File: src/rtl/scrambler_pkg.sv
// scrambler_pkg: shared types and sizes for the scramble controller and its slot buffer
package scrambler_pkg;
  localparam int NUM_SLOTS = 6;
  localparam int IDX_W = 3;
  localparam int MODE_W = 2;
  localparam logic [IDX_W-1:0] MAX_IDX = 3'd5;
  typedef enum logic [1:0] {S_IDLE, S_WAIT, S_DELIVER, S_ERR} state_t;
  typedef logic [IDX_W-1:0] idx_t;
endpackage

File: src/rtl/scramble_slot_buf.sv
// scramble_slot_buf: six-entry index store with parallel load, range check and read pointer
module scramble_slot_buf
  import scrambler_pkg::*;
(
  input  logic                   clk,
  input  logic                   rst,
  input  logic                   load,
  input  logic                   adv,
  input  idx_t [NUM_SLOTS-1:0]   din,
  output logic                   range_err,
  output idx_t                   idx,
  output logic                   last
);
  idx_t [NUM_SLOTS-1:0] slot;
  logic [2:0] ptr;
  always_ff @(posedge clk) begin
    if (rst) begin
      slot <= '0;
      ptr <= '0;
    end else if (load) begin
      slot <= din;
      ptr <= '0;
    end else if (adv && !last) begin
      ptr <= ptr + 3'd1;
    end
  end
  // checks the incoming values so the FSM can route on the capture cycle itself
  always_comb begin
    range_err = 1'b0;
    for (int i = 0; i < NUM_SLOTS; i++) range_err = range_err | (din[i] > MAX_IDX);
  end
  assign idx = slot[ptr];
  assign last = ptr == 3'(NUM_SLOTS - 1);
endmodule

File: src/rtl/scramble_ctrl.sv
// scramble_ctrl: seeds the scrambler, waits for a checked permutation, delivers its six indices
module scramble_ctrl
  import scrambler_pkg::*;
#(
  parameter int TIMEOUT = 64
) (
  input  logic              clk,
  input  logic              rst,
  input  logic              start,
  input  logic              abort,
  input  logic [MODE_W-1:0] mode_in,
  input  logic              next,
  input  logic              scr_done,
  input  idx_t              scr_idx1,
  input  idx_t              scr_idx2,
  input  idx_t              scr_idx3,
  input  idx_t              scr_idx4,
  input  idx_t              scr_idx5,
  input  idx_t              scr_idx6,
  output idx_t              scr_index,
  output logic [MODE_W-1:0] scr_mode,
  output logic              scr_ready,
  output idx_t              out_index,
  output logic              out_valid,
  output logic              out_last,
  output logic              busy,
  output logic              err
);
  localparam logic [7:0] TMO_LAST = 8'(TIMEOUT - 1);
  state_t state, state_n;
  logic [2:0] seed_r;
  logic [7:0] cnt;
  logic accept, load, adv, range_err, last;
  idx_t idx;
  scramble_slot_buf u_buf (
    .clk(clk),
    .rst(rst),
    .load(load),
    .adv(adv),
    .din({scr_idx6, scr_idx5, scr_idx4, scr_idx3, scr_idx2, scr_idx1}),
    .range_err(range_err),
    .idx(idx),
    .last(last)
  );
  // abort outranks every other event, and scr_done outranks the timeout
  always_comb begin
    accept = (state == S_IDLE || state == S_ERR) && start && !abort;
    load = state == S_WAIT && scr_done && !abort;
    adv = state == S_DELIVER && next && !abort;
    state_n = abort ? S_IDLE :
              accept ? S_WAIT :
              load ? (range_err ? S_ERR : S_DELIVER) :
              (state == S_WAIT && cnt == TMO_LAST) ? S_ERR :
              (adv && last) ? S_IDLE : state;
  end
  always_ff @(posedge clk) begin
    if (rst) begin
      state <= S_IDLE;
      seed_r <= '0;
      cnt <= '0;
      scr_index <= '0;
      scr_mode <= '0;
      err <= 1'b0;
    end else begin
      state <= state_n;
      seed_r <= seed_r == MAX_IDX ? 3'd0 : seed_r + 3'd1;
      cnt <= accept ? 8'd0 : state == S_WAIT ? cnt + 8'd1 : cnt;
      if (accept) begin
        scr_index <= seed_r;
        scr_mode <= mode_in;
      end
      err <= accept ? 1'b0 : state_n == S_ERR ? 1'b1 : err;
    end
  end
  assign scr_ready = state == S_WAIT;
  assign out_valid = state == S_DELIVER;
  assign out_index = out_valid ? idx : '0;
  assign out_last = out_valid && last;
  assign busy = scr_ready || out_valid;
endmodule

File: config.mk
export PLATFORM = sky130hd
export DESIGN_NAME = scramble_ctrl
export DESIGN_NICKNAME = d
export VERILOG_FILES = /design/src/rtl/scrambler_pkg.sv /design/src/rtl/scramble_slot_buf.sv /design/src/rtl/scramble_ctrl.sv
export SDC_FILE = /design/constraint.sdc
export NUM_CORES = 1
export LEC_CHECK = 0
export ABC_AREA = 1
export CORE_MARGIN = 10
export CORE_UTILIZATION = 30
export CTS_CLUSTER_DIAMETER = 30
export CTS_CLUSTER_SIZE = 14
export DETAILED_ROUTE_END_ITERATION = 8
export HOLD_SLACK_MARGIN = 0.03
export PLACE_DENSITY = 0.61
export SYNTH_ARGS = -nofsm -noshare
export SYNTH_HDL_FRONTEND = slang
export SYNTH_SLANG_ARGS = --single-unit
File: constraint.sdc
create_clock -name clk -period 2.3 [get_ports clk]
set_input_delay 0.69 -clock clk [delete_from_list [all_inputs] [get_ports clk]]
set_output_delay 0.69 -clock clk [all_outputs]
set_load 0.1 [all_outputs]
* Word-level counts from Yosys, hierarchy flattened
Cells that the tools add are included.
** Word-level totals
- Register bits :: 40
- Output and inout port bits :: 13
** Operators by class
- Bitwise operators :: 5
- Eq/ne operators :: 7
- Add/sub/neg operators :: 3
- Reduce and logical (&&, ||, !) cells :: 18
- Multiplexer cells :: 9
- Magnitude comparators :: 7
** Operator list (count)
- $gt 3x3->1 const B :: 6
- $logic_and 1x1->1 :: 10
- $mux 2 :: 5
- $bmux 3 s3 :: 1
- $add 8x1->8 const B :: 1
- $eq 8x6->1 const B :: 1
- $add 3x1->3 const B :: 2
- $eq 2x2->1 const B :: 3
- $eq 3x3->1 const B :: 2
- $mux 3 :: 2
- $reduce_or 2->1 :: 3
- $or 1x1->1 :: 5
- $lt 3x4->1 const B :: 1
- $eq 2x1->1 const B :: 1
- $logic_not 1->1 :: 2
- $logic_not 2->1 :: 1
- $logic_or 1x1->1 :: 2
- $mux 1 :: 1

* Logic depth before layout (Yosys ltp)
- Word-level depth :: 11
- Depth in mapped cells :: 11
- Mapped depth without buffers :: 11

* By module
A second synthesis with hierarchy kept.
** Unflattened totals
- Cells, all modules :: 269
- Area total of the unflattened synthesis :: 2013.2 um^2
** By module, submodules not included
- scramble_slot_buf :: cells each 147, area each 1111.1 um^2, sequential area each 420.4 um^2, instances 1
- scramble_ctrl :: cells each 122, area each 902.1 um^2, sequential area each 380.4 um^2, instances 1

* Worst setup path before layout
No wires, ideal clock.
- Path type :: register -> output
- Start :: register state[0]
- End :: output port out_index[0]
- Setup slack :: -1268 ps
- Buffers on the path :: 0
- Cell stages (with the launch flop) :: 5
- Required time :: 1610 ps
- Arrival time :: 2878 ps
- Cells stage by stage :: dfxtp_1 inv_1 ha_1 inv_1 a21oi_1
** Between the ends
- Word-level cells in the longest chain between the ends :: 2
** RTL lines
- start, declared :: line scramble_ctrl.sv:30 : state_t state, state_n;
- start signal, assigned :: line scramble_ctrl.sv:65 : state <= state_n;
- $eq 2x2->1 :: line scramble_ctrl.sv:76 : assign out_valid = state == S_DELIVER;
- via out_valid :: line scramble_ctrl.sv:24 : output logic out_valid,
- $mux 3 :: line scramble_ctrl.sv:77 : assign out_index = out_valid ? idx : '0;
- end, declared :: line scramble_ctrl.sv:23 : output idx_t out_index,
The timed path passes the listed nets, and every way through them passes these cells.

* Worst setup path after layout
- Start :: register u_buf.ptr[0]
- End :: output port out_index[1]
** Between the ends
- Word-level cells in the longest chain between the ends :: 3
** RTL lines
- start, declared :: line scramble_slot_buf.sv:15 : logic [2:0] ptr;
- start signal, assigned :: line scramble_slot_buf.sv:24 : ptr <= ptr + 3'd1;
- $bmux 3 s3 :: line scramble_slot_buf.sv:32 : assign idx = slot[ptr];
- $mux 3 (not written as such) :: line scramble_slot_buf.sv:32
- $mux 3 :: line scramble_ctrl.sv:77
No other way between the ends. The select of a mux whose other input is x is not followed.

==> results.md <==
Outcome:
- The flow ran to the end, and the final reports show no timing, DRC or antenna violations.

Detailed routing:
- The wire length per cell is about 12 microns.
- The pre-antenna-repair detailed-routing pass consisted of 4 iterations.
- The detailed router finished its first iteration with between 80 and 90 violations.
- The total wire length is about 4.6 mm.
- The number of antenna-violating nets in the routed design is 0.
- The number of vias in the routed layout is approximately 1700.
- For this run, design rule violations remaining after detail routing come to 0.
- The routed via count divided by cell count is 4.52.

Power and ir drop:
- The power density of the placed cells is roughly 570 nW/um^2.
- The switching power is 0.362 mW.
- The final total power is between 1 and 1.5 mW.
- The worst voltage drop across the vdd grid is approximately 400 uV.
- For this design the static power due to leakage is a little over 1 nW.
- The sequential share of power is roughly half.
- The internal portion of the total power is 1.11 mW.
- The clock network is responsible for a little under two fifths of the overall power.
- Net switching is about a quarter of the power.
- Combinational logic is responsible for a little over an eighth of the overall power.

Clock tree:
- In this run, post-CTS hold repair placed 0 buffers.
- The cell at the root of the clock tree is clkbuf_8.
- The clock latency of the later-clocked register in the worst-skew pair is 290 ps.
- The number of clock sinks is 40.
- Buffers inserted during clock tree synthesis total 5.
- In this run the number of H-tree levels came out at 2.
- The TritonCTS clock tree is built.
- After clock tree synthesis, the clock-pin slew on the worst setup and hold paths is approximately 70 ps.
- Counting along the longest clock path gives a buffer depth of 2.

Critical path:
- The critical path in this run is classified as flip-flop to output pin.
- Data arrives at the worst endpoint at approximately 1500 ps.
- The worst setup path is launched from a flip-flop.
- Data on the critical path is required at its endpoint by about 1600 ps.
- The origin of the worst setup path is u_buf.ptr[0]$_SDFFE_PP0P_.
- In this run the critical register-to-register path is launched from state[1]$_SDFF_PP0_.
- The capturing element type of the critical path is an output pin.
- Along the worst path, the maximum fanout reaches 5.

GRT:
- The initial antenna violation count is 0.
- The number of global-route vias before repair is approximately 1700.
- The largest net degree at the start of global routing is 13.
- The global-route total usage across every layer is 9.55%.
- The global-route wire length before repair is ~7.8 mm.
- The final global-route overflow total is 0.

Yosys:
- The cell area after synthesis is 1840 sq um.
- In this run, distinct cell masters in the synthesized netlist total 28.
- The synthesized area per cell is 7.25 sq um.
- Of the synthesized area, sequential elements account for around 44%.
- The cell count after synthesis came out at between 200 and 300.
- During synthesis, Yosys emitted a total of 0 warnings.
- The total of flip-flops plus latches after synthesis is 40.
- The net count of the mapped netlist is between 200 and 300.

STA:
- The achievable clock frequency is 0.456 GHz.
- Setup violations remaining at the end of the flow were counted as 0.
- At the pin with the least slew margin, the transition time is ~380 ps.
- The period utilization is a little over nine tenths.
- The max-slew violation count is 0.
- The final worst clock skew is around 6.6 ps.
- The relative slew slack is about 75%.
- The number of failing hold endpoints at the final stage is 0.
- The clock period minus final worst setup slack is 2190 ps.

Floorplan:
- The x dimension of the die is about 100 microns.
- The die is 98.3 microns tall.
- After floorplanning, the core was divided into 28 placement rows.
- The starting density of the core is between 30% and 40%.
- The die area is 9670 sq um.
- After floorplanning, the core was sized to cover 5960 sq um.
- During I/O placement, the number of pins put on the boundary was 39.

Hold path:
- The origin of the worst min-delay path is seed_r[0]$_SDFF_PP0_.
- The min-delay analysis places its worst path in the category flip-flop to flip-flop.

Layout:
- The repair_antennas step left the layout with diodes totalling 0.
- Cells fill a little over two fifths of the core in the end.
- After the last flow step, the layout net total stands at about 340.
- The area growth from synthesis to final layout is 40.0%.
- The most common cell after layout, fill and taps aside is nor2_1.
- In the layout the commonest cells are nor2_1, dfxtp_1, nand2_1.
- The share of cells above drive strength 1 is around 17%.

Placed design:
- The global placer's final weighted congestion is approximately 0.73.
- The count of input and output buffers is 38.
- The HPWL after detailed placement is 3.59 mm.

Run:
- The number of violations of the max-capacitance limit is 0.
[through the flow]
stage	cells	setup slack [ps]	TNS, ps	area, sq um	hold slack (ps)
after floorplan	254	55.2	0	1890	430
after global placement	369	298	0	2440	453
after detailed placement	369	265	0	2440	458
after CTS	377	33.0	0	2560	481
after global routing	379	-26.9	-26.9	2580	502
final	379	107	0	2580	480
[final cells by class]
class | instances | area (sq um)
clock inverter | 2 | 35.0
inverter | 25 | 95.1
multi-input combinational | 182 | 955
fill | 626 | 3380
clock buffer | 6 | 72.6
timing repair buffer | 49 | 519
sequential | 40 | 807
tap | 75 | 93.8
[cells in the mapped netlist]
cell type	number	area share [%]
clkbuf_1	2	0.41
o21ai_1	6	1.6
buf_6	2	1.2
nor2_4	1	0.61
a21oi_2	1	0.48
mux2i_1	1	0.54
buf_4	1	0.41
a211oi_1	1	0.41
inv_2	1	0.20
inv_1	23	4.7
ha_1	7	4.8
o22ai_1	3	1.0
nor2_1	70	14
a21oi_1	9	2.4
nand3_2	3	1.6
dfxtp_1	40	44
clkinv_1	1	0.20
xor2_1	2	0.95
nor3_2	1	0.54
buf_2	2	0.54
nand2_1	35	7.1
nand2_2	1	0.34
o21ai_0	29	7.9
nor2_2	1	0.34
xnor2_1	2	0.95
nand3_1	4	1.1
o21a_1	3	1.2
nor3_1	2	0.54
[worst paths after layout]
check             slack (ps)  cells past startpoint              endpoint
setup / recovery         110                      6          out_index[1]
hold reg to reg          480                      1  seed_r[0]$_SDFF_PP0_
hold / removal           480                      1  seed_r[0]$_SDFF_PP0_
setup reg to reg         710                      9   cnt[7]$_SDFFE_PP0P_
[power groups by stage]
stage	combinational (mW)	clock, mW	sequential (mW)
after floorplan	0.0749	0	0.778
after global placement	0.202	0	0.737
after detailed placement	0.202	0	0.738
after global routing	0.221	0.608	0.723
final	0.201	0.554	0.720
after CTS	0.203	0.575	0.721
[flip-flops by register name, summed over array words and instances, names as in the netlist]
register	cells
cnt	8
state	2
seed_r	3
err	1
scr_mode	2
u_buf.ptr	3
u_buf.slot	18
scr_index	3
[layer usage]
metal / vias to the layer above / global-route usage [%] / share of wire [%]
met5: - / 0 / 0
met4: 0 / 2.98 / 1.7
met3: 6 / 3.24 / 5.0
met2: 31 / 16.2 / 48
met1: 771 / 11.0 / 45
li1: 905 / - / -
[critical path: stages (launching register included)]
cell     delay (ps)
dfxtp_4         370
buf_6           110
o21ai_0          80
o22ai_1         180
nand2_1         110
a21oi_4         180
buf_12          190
[cells by family (layout without fill, tap and decap cells)]
family / after synthesis / in the layout / share of synthesized area (%)
simple gates: 118 / 118 / 26.5
fa+ha+maj: 7 / 7 / 4.76
mux: 1 / 1 / 0.544
xor+xnor: 4 / 4 / 1.90
flops: 40 / 40 / 43.5
buf+inv: 32 / 82 / 7.68
compound gates: 52 / 52 / 15.1
[repair_timing]
action	CTS	global route
endpoints found under the setup margin	3	3
setup buffers	0	1
resized for setup	3	5
cloned	0	1
pin swaps	0	6
hold endpoints to repair	0	0
No activity file was read; power rests on OpenSTA's default activity.
==> RTL edit 1: new RTL, same settings <==
Set the package constant `MODE_W` to 4 (it was 2).
--- a/src/rtl/scrambler_pkg.sv
+++ b/src/rtl/scrambler_pkg.sv
@@ -3,5 +3,5 @@
   localparam int NUM_SLOTS = 6;
   localparam int IDX_W = 3;
-  localparam int MODE_W = 2;
+  localparam int MODE_W = 4;
   localparam logic [IDX_W-1:0] MAX_IDX = 3'd5;
   typedef enum logic [1:0] {S_IDLE, S_WAIT, S_DELIVER, S_ERR} state_t;
Interface: changed (resized mode_in and scr_mode); port bits go from 39 to 43. No check against the original RTL was run, so the function may have changed too.
==> RTL edit 1 against the original RTL <==
Setup slack better by 0.0029 ns; final cell count up 3.4%; power shrank 0.76%; critical path type unchanged; final area rose by 3.2%; area after synthesis grew 5.6%; wire length up 2.4%; critical path depth is the same; largest power group unchanged; sequential cell count increased by 2.
==> RTL edit 1: results (changes against the original RTL) <==
stage,metric,value,unit,change
grt,routing usage on met3,0.0336,,was 0.0324
grt,first-pass GRT wire length,7.79,mm,was 7.81 mm
worst_setup_path,r2r worst-path depth,7,,was 9
final_layout,Regs by FF count,"u_buf.slot: 18 flops, cnt: 8 flops, scr_mode: 4 flops",,"was u_buf.slot: 18 flops, cnt: 8 flops"
grt,met2 usage,0.166,,was 0.162
worst_setup_path,Top delay family on crit path,compound AO/OA/AOI/OAI gates,,unchanged
hold_path,worst hold start,err,,was seed_r[0]
outcome,status,finished clean,,unchanged
placed_design,routability congestion estimate,0.809,,was 0.734
sta,final hold viol count,0,,unchanged
routing,DRT Pass-1 Iters,3,,was 4
final_layout,area of the multi-input gates,1030,um2,was 955 um2
grt,met1 Use GR,0.101,,was 0.110
grt,gr usage total,0.0936,,was 0.0955
worst_setup_path,end of the critical path,out_index[2],,was out_index[1]
placed_design,placed instance count,384,,was 369
hold_path,hold-critical path depth,2,,was 1
placed_design,Post-Place Worst Slack,0.294,ns,was 0.265 ns
worst_setup_path,r2r endpoint,u_buf.slot[2],,was cnt[7]
worst_setup_path,slowest cell on the critical path,dfxtp_2,,was dfxtp_4
placed_design,dpl cell area,2550,um2,was 2440 um2
sta,Slew headroom,0.661,,was 0.747
worst_setup_path,Worst R2R Setup Slack,0.62,ns,was 0.71 ns
yosys,Synth top cells by count,"72 x nor2_1, 42 x dfxtp_1, 42 x nand2_1",,"was 70 x nor2_1, 40 x dfxtp_1, 35 x nand2_1"
hold_path,Hold Path End,err,,was seed_r[0]
routing,met2 WL,2.33,mm,was 2.20 mm
grt,largest net degree at the start of global routing,27,,was 13
routing,"wirelength, routed",4.71,mm,was 4.60 mm
yosys,largest cells by area after synthesis,"dfxtp_1 43%, nor2_1 14%, o21ai_0 8.8%",,"was dfxtp_1 44%, nor2_1 14%, o21ai_0 7.9%"
yosys,post-synth cell types,28,,unchanged
yosys,syn_nets,303,,was 287
routing,WL met3,238,um,was 232 um
sta,Fin Clk Skew,0.0150,ns,was 0.00662 ns
sta,worst-case hold slack,0.460,ns,was 0.480 ns
yosys,"Seq/Total Area, Yosys",0.432,,was 0.435
pwr,maximum VDD drop,0.000332,V,was 0.000404 V
hold_path,Hold WC Path Type,register to register,,unchanged
grt,number of global-route vias before repair,1787,,was 1731
routing,met1 wire length,2.07,mm,was 2.09 mm
placed_design,input/output buffers,42,,was 38
sta,Final min period,2.19,ns,about the same
placed_design,Post-DP HPWL,3.73,mm,was 3.59 mm
yosys,Syn Area/Cell,7.26,um2,was 7.25 um2
pwr,Leakage,0.00108,uW,was 0.00103 uW
routing,DRT iter0 DRCs,40,,was 82
final_layout,fin nets,349,,was 336
final_layout,fill count,663,,was 626
routing,DR WL/cell,12.0,um,was 12.1 um
clock_tree,clock transition at the registers of the reported paths,0.09,ns,was 0.07 ns
worst_setup_path,Worst Path Max Fanout,9,,was 5
final_layout,layout cell share with drive strength beyond 1,0.181,,was 0.168
routing,Vias/cell,4.52,,about the same
## RTL edit 1: cell count changes after synthesis, moves of 3 or more
cell	before	now
nand2_1	35	42
inv_1	23	18
o21ai_0	29	34
o21ai_1	6	1
nor2_2	1	5
inv_2	1	4
## RTL edit 1: final cells by class
type                    count  area share
clock inverters             3     0.00800
multi-input cells         195       0.387
well taps                  77      0.0362
flip-flops and latches     42       0.317
repair buffers             47       0.192
clock buffers               5      0.0259
inverters                  23      0.0329
## RTL edit 1: power by group
group          internal (uW)  switching (uW)  leakage, uW
Combinational           86.4             141     0.000691
Sequential               747            13.1     0.000342
Clock                    213             263    0.0000441
Total                   1050             417      0.00108
## RTL edit 1: cell families (layout without fill, tap and decap cells)
group,count (synthesis),in the layout,synth area share
simple gates,131,131,0.286
flops,42,42,0.432
mux,1,1,0.00515
fa+ha+maj,7,7,0.0450
xor+xnor,3,3,0.0135
compound gates,53,53,0.148
buf+inv,31,78,0.0695
==> RTL edit 2: new RTL, config.mk and constraints unchanged <==
Made on the original files. Encoding of `state_t`: now one-hot (4 bits for 4 states).
--- a/src/rtl/scrambler_pkg.sv
+++ b/src/rtl/scrambler_pkg.sv
@@ -5,5 +5,5 @@
   localparam int MODE_W = 2;
   localparam logic [IDX_W-1:0] MAX_IDX = 3'd5;
-  typedef enum logic [1:0] {S_IDLE, S_WAIT, S_DELIVER, S_ERR} state_t;
+  typedef enum logic [3:0] {S_IDLE = 4'b0001, S_WAIT = 4'b0010, S_DELIVER = 4'b0100, S_ERR = 4'b1000} state_t;
   typedef logic [IDX_W-1:0] idx_t;
 endpackage
Behaviour: same outputs for any inputs over 10 cycles, from zero or initial values and one cycle with rst high; not proved beyond that.
==> RTL edit 2 against the original RTL <==
Global-route usage up 0.060 points; final area up 4.3%; power down 3.0%; highest routed layer unchanged; setup slack better by 0.021 ns; wire length up 4.1%; clock skew down 0.0016 ns; sequential cell count up 2; sequential power up 3.6%; final cell count up 5.0%; critical path depth unchanged; area after synthesis up 8.1%.
==> RTL edit 2: results (changes against the original RTL) <==
stage,metric,value,unit,change
yosys,Synth top cells by count,"56 x nand2_1, 42 x dfxtp_1, 36 x a21oi_1",,"was 70 x nor2_1, 40 x dfxtp_1, 35 x nand2_1"
placed_design,Post-Place Worst Slack,0.123,ns,was 0.265 ns
grt,met2 usage,0.160,,was 0.162
yosys,adder-cell share of the synthesized area,0.0314,,was 0.0476
yosys,post-synthesis mux area share,0,,was 0.00544
worst_setup_path,Worst Path Max Fanout,6,,was 5
final_layout,fin nets,351,,was 336
yosys,post-synth cell types,31,,was 28
yosys,xor and xnor area share after synthesis,0.0176,,was 0.0190
grt,largest net degree at the start of global routing,29,,was 13
placed_design,routability congestion estimate,0.839,,was 0.734
placed_design,placed instance count,389,,was 369
grt,first-pass GRT wire length,8.14,mm,was 7.81 mm
pwr,maximum VDD drop,0.000337,V,was 0.000404 V
final_layout,Antenna Cells,0,,unchanged
final_layout,Regs by FF count,"u_buf.slot: 18 flops, cnt: 8 flops, state: 4 flops",,"was u_buf.slot: 18 flops, cnt: 8 flops"
grt,initial antenna violation count,0,,unchanged
sta,measured slew at the worst slew-check pin,0.286,ns,was 0.378 ns
clock_tree,clock transition at the registers of the reported paths,0.09,ns,was 0.07 ns
pwr,Leakage,0.00110,uW,was 0.00103 uW
worst_setup_path,Worst Path Arrival,1.48,ns,was 1.50 ns
grt,met1 Use GR,0.116,,was 0.110
sta,Fin Clk Skew,0.00500,ns,was 0.00662 ns
routing,DRT iter0 DRCs,86,,was 82
yosys,Syn Area/Cell,7.26,um2,was 7.25 um2
routing,vias after detailed routing,1804,,was 1713
final_layout,fill count,679,,was 626
grt,number of global-route vias before repair,1740,,was 1731
final_layout,fin cells,398,,was 379
routing,DR WL/cell,12.0,um,was 12.1 um
yosys,Synth Area in Compound Gates,0.173,,was 0.151
grt,gr usage total,0.0961,,was 0.0955
placed_design,Post-DP HPWL,3.78,mm,was 3.59 mm
grt,routing usage on met3,0.0279,,was 0.0324
hold_path,hold-critical path depth,2,,was 1
final_layout,layout cell share with drive strength beyond 1,0.187,,was 0.168
clock_tree,H-tree depth,2,,unchanged
yosys,"Seq/Total Area, Yosys",0.423,,was 0.435
yosys,syn_nets,305,,was 287
outcome,status,finished clean,,unchanged
RTL edit 2: cell types whose count changed after synthesis, moves of 4 or more:
cell / delta
nand2_1: +21
inv_2: +4
a21oi_1: +27
nor2_1: -35
o21ai_0: -7
nand3_1: +5
RTL edit 2: area by class of cell:
class                      instances  area (um2)  share of cell area
multi-input combinational        193        1020               0.379
inverter                          33         124              0.0461
clock buffer                       7        86.3              0.0321
sequential                        42         850               0.316
tap                               77        96.3              0.0358
timing repair buffer              45         504               0.188
clock inverter                     1        8.76             0.00326
RTL edit 2: worst paths after layout:
path | startpoint | endpoint | slack (ns)
setup reg to reg | u_buf.ptr[0] | err | 0.78
setup / recovery | u_buf.ptr[1] | out_index[0] | 0.13
hold reg to reg | u_buf.slot[15] | u_buf.slot[15] | 0.46
hold / removal | u_buf.slot[15] | u_buf.slot[15] | 0.46
RTL edit 2: layer usage:
| metal | share of wire | vias to the layer above |
|---|---|---|
| li1 | - | 969 |
| met1 | 0.44 | 798 |
| met2 | 0.49 | 30 |
| met3 | 0.050 | 7 |
| met4 | 0.018 | 0 |
| met5 | 0 | - |
RTL edit 2: timing repair:
item | 4_1_cts | 5_1_grt
pin swaps | 0 | 3
buffers inserted | 0 | 1
endpoints found under the setup margin | 1 | 3
gates resized for setup | 1 | 8
RTL edit 2: critical path, stage by stage (launching register included):
cell,delay (ns)
dfxtp_4,0.36
buf_12,0.13
nor2_2,0.12
o21ai_0,0.09
a21oi_1,0.14
o21a_2,0.17
buf_12,0.17
RTL edit 2: power by group:
part | switching, uW | total [uW] | internal, uW
Sequential | 8.22 | 746 | 738
Clock | 261 | 509 | 248
Combinational | 107 | 176 | 69.0
Total | 376 | 1430 | 1060
RTL edit 2: through the flow:
stage / instance area (um2) / total power [uW] / setup TNS [ns] / hold slack [ns] / utilization
after floorplan: 2010 / 864 / -0.0705 / 0.430 / -
after global placement: 2560 / 942 / 0 / 0.443 / 0.400
after detailed placement: 2560 / 942 / 0 / 0.450 / 0.400
after CTS: 2650 / 1450 / 0 / 0.463 / 0.415
after global routing: 2690 / 1490 / 0 / 0.488 / 0.421
final: 2690 / 1430 / 0 / 0.463 / 0.421
RTL edit 2: kinds of logic after synthesis:
kind of cell | Yosys count
xor gates and xnor gates | 4
adders and majority gates | 5
and+or+nand+nor | 118
buffers and inverters | 39
DFF | 42
AOI/OAI and AO/OA | 66
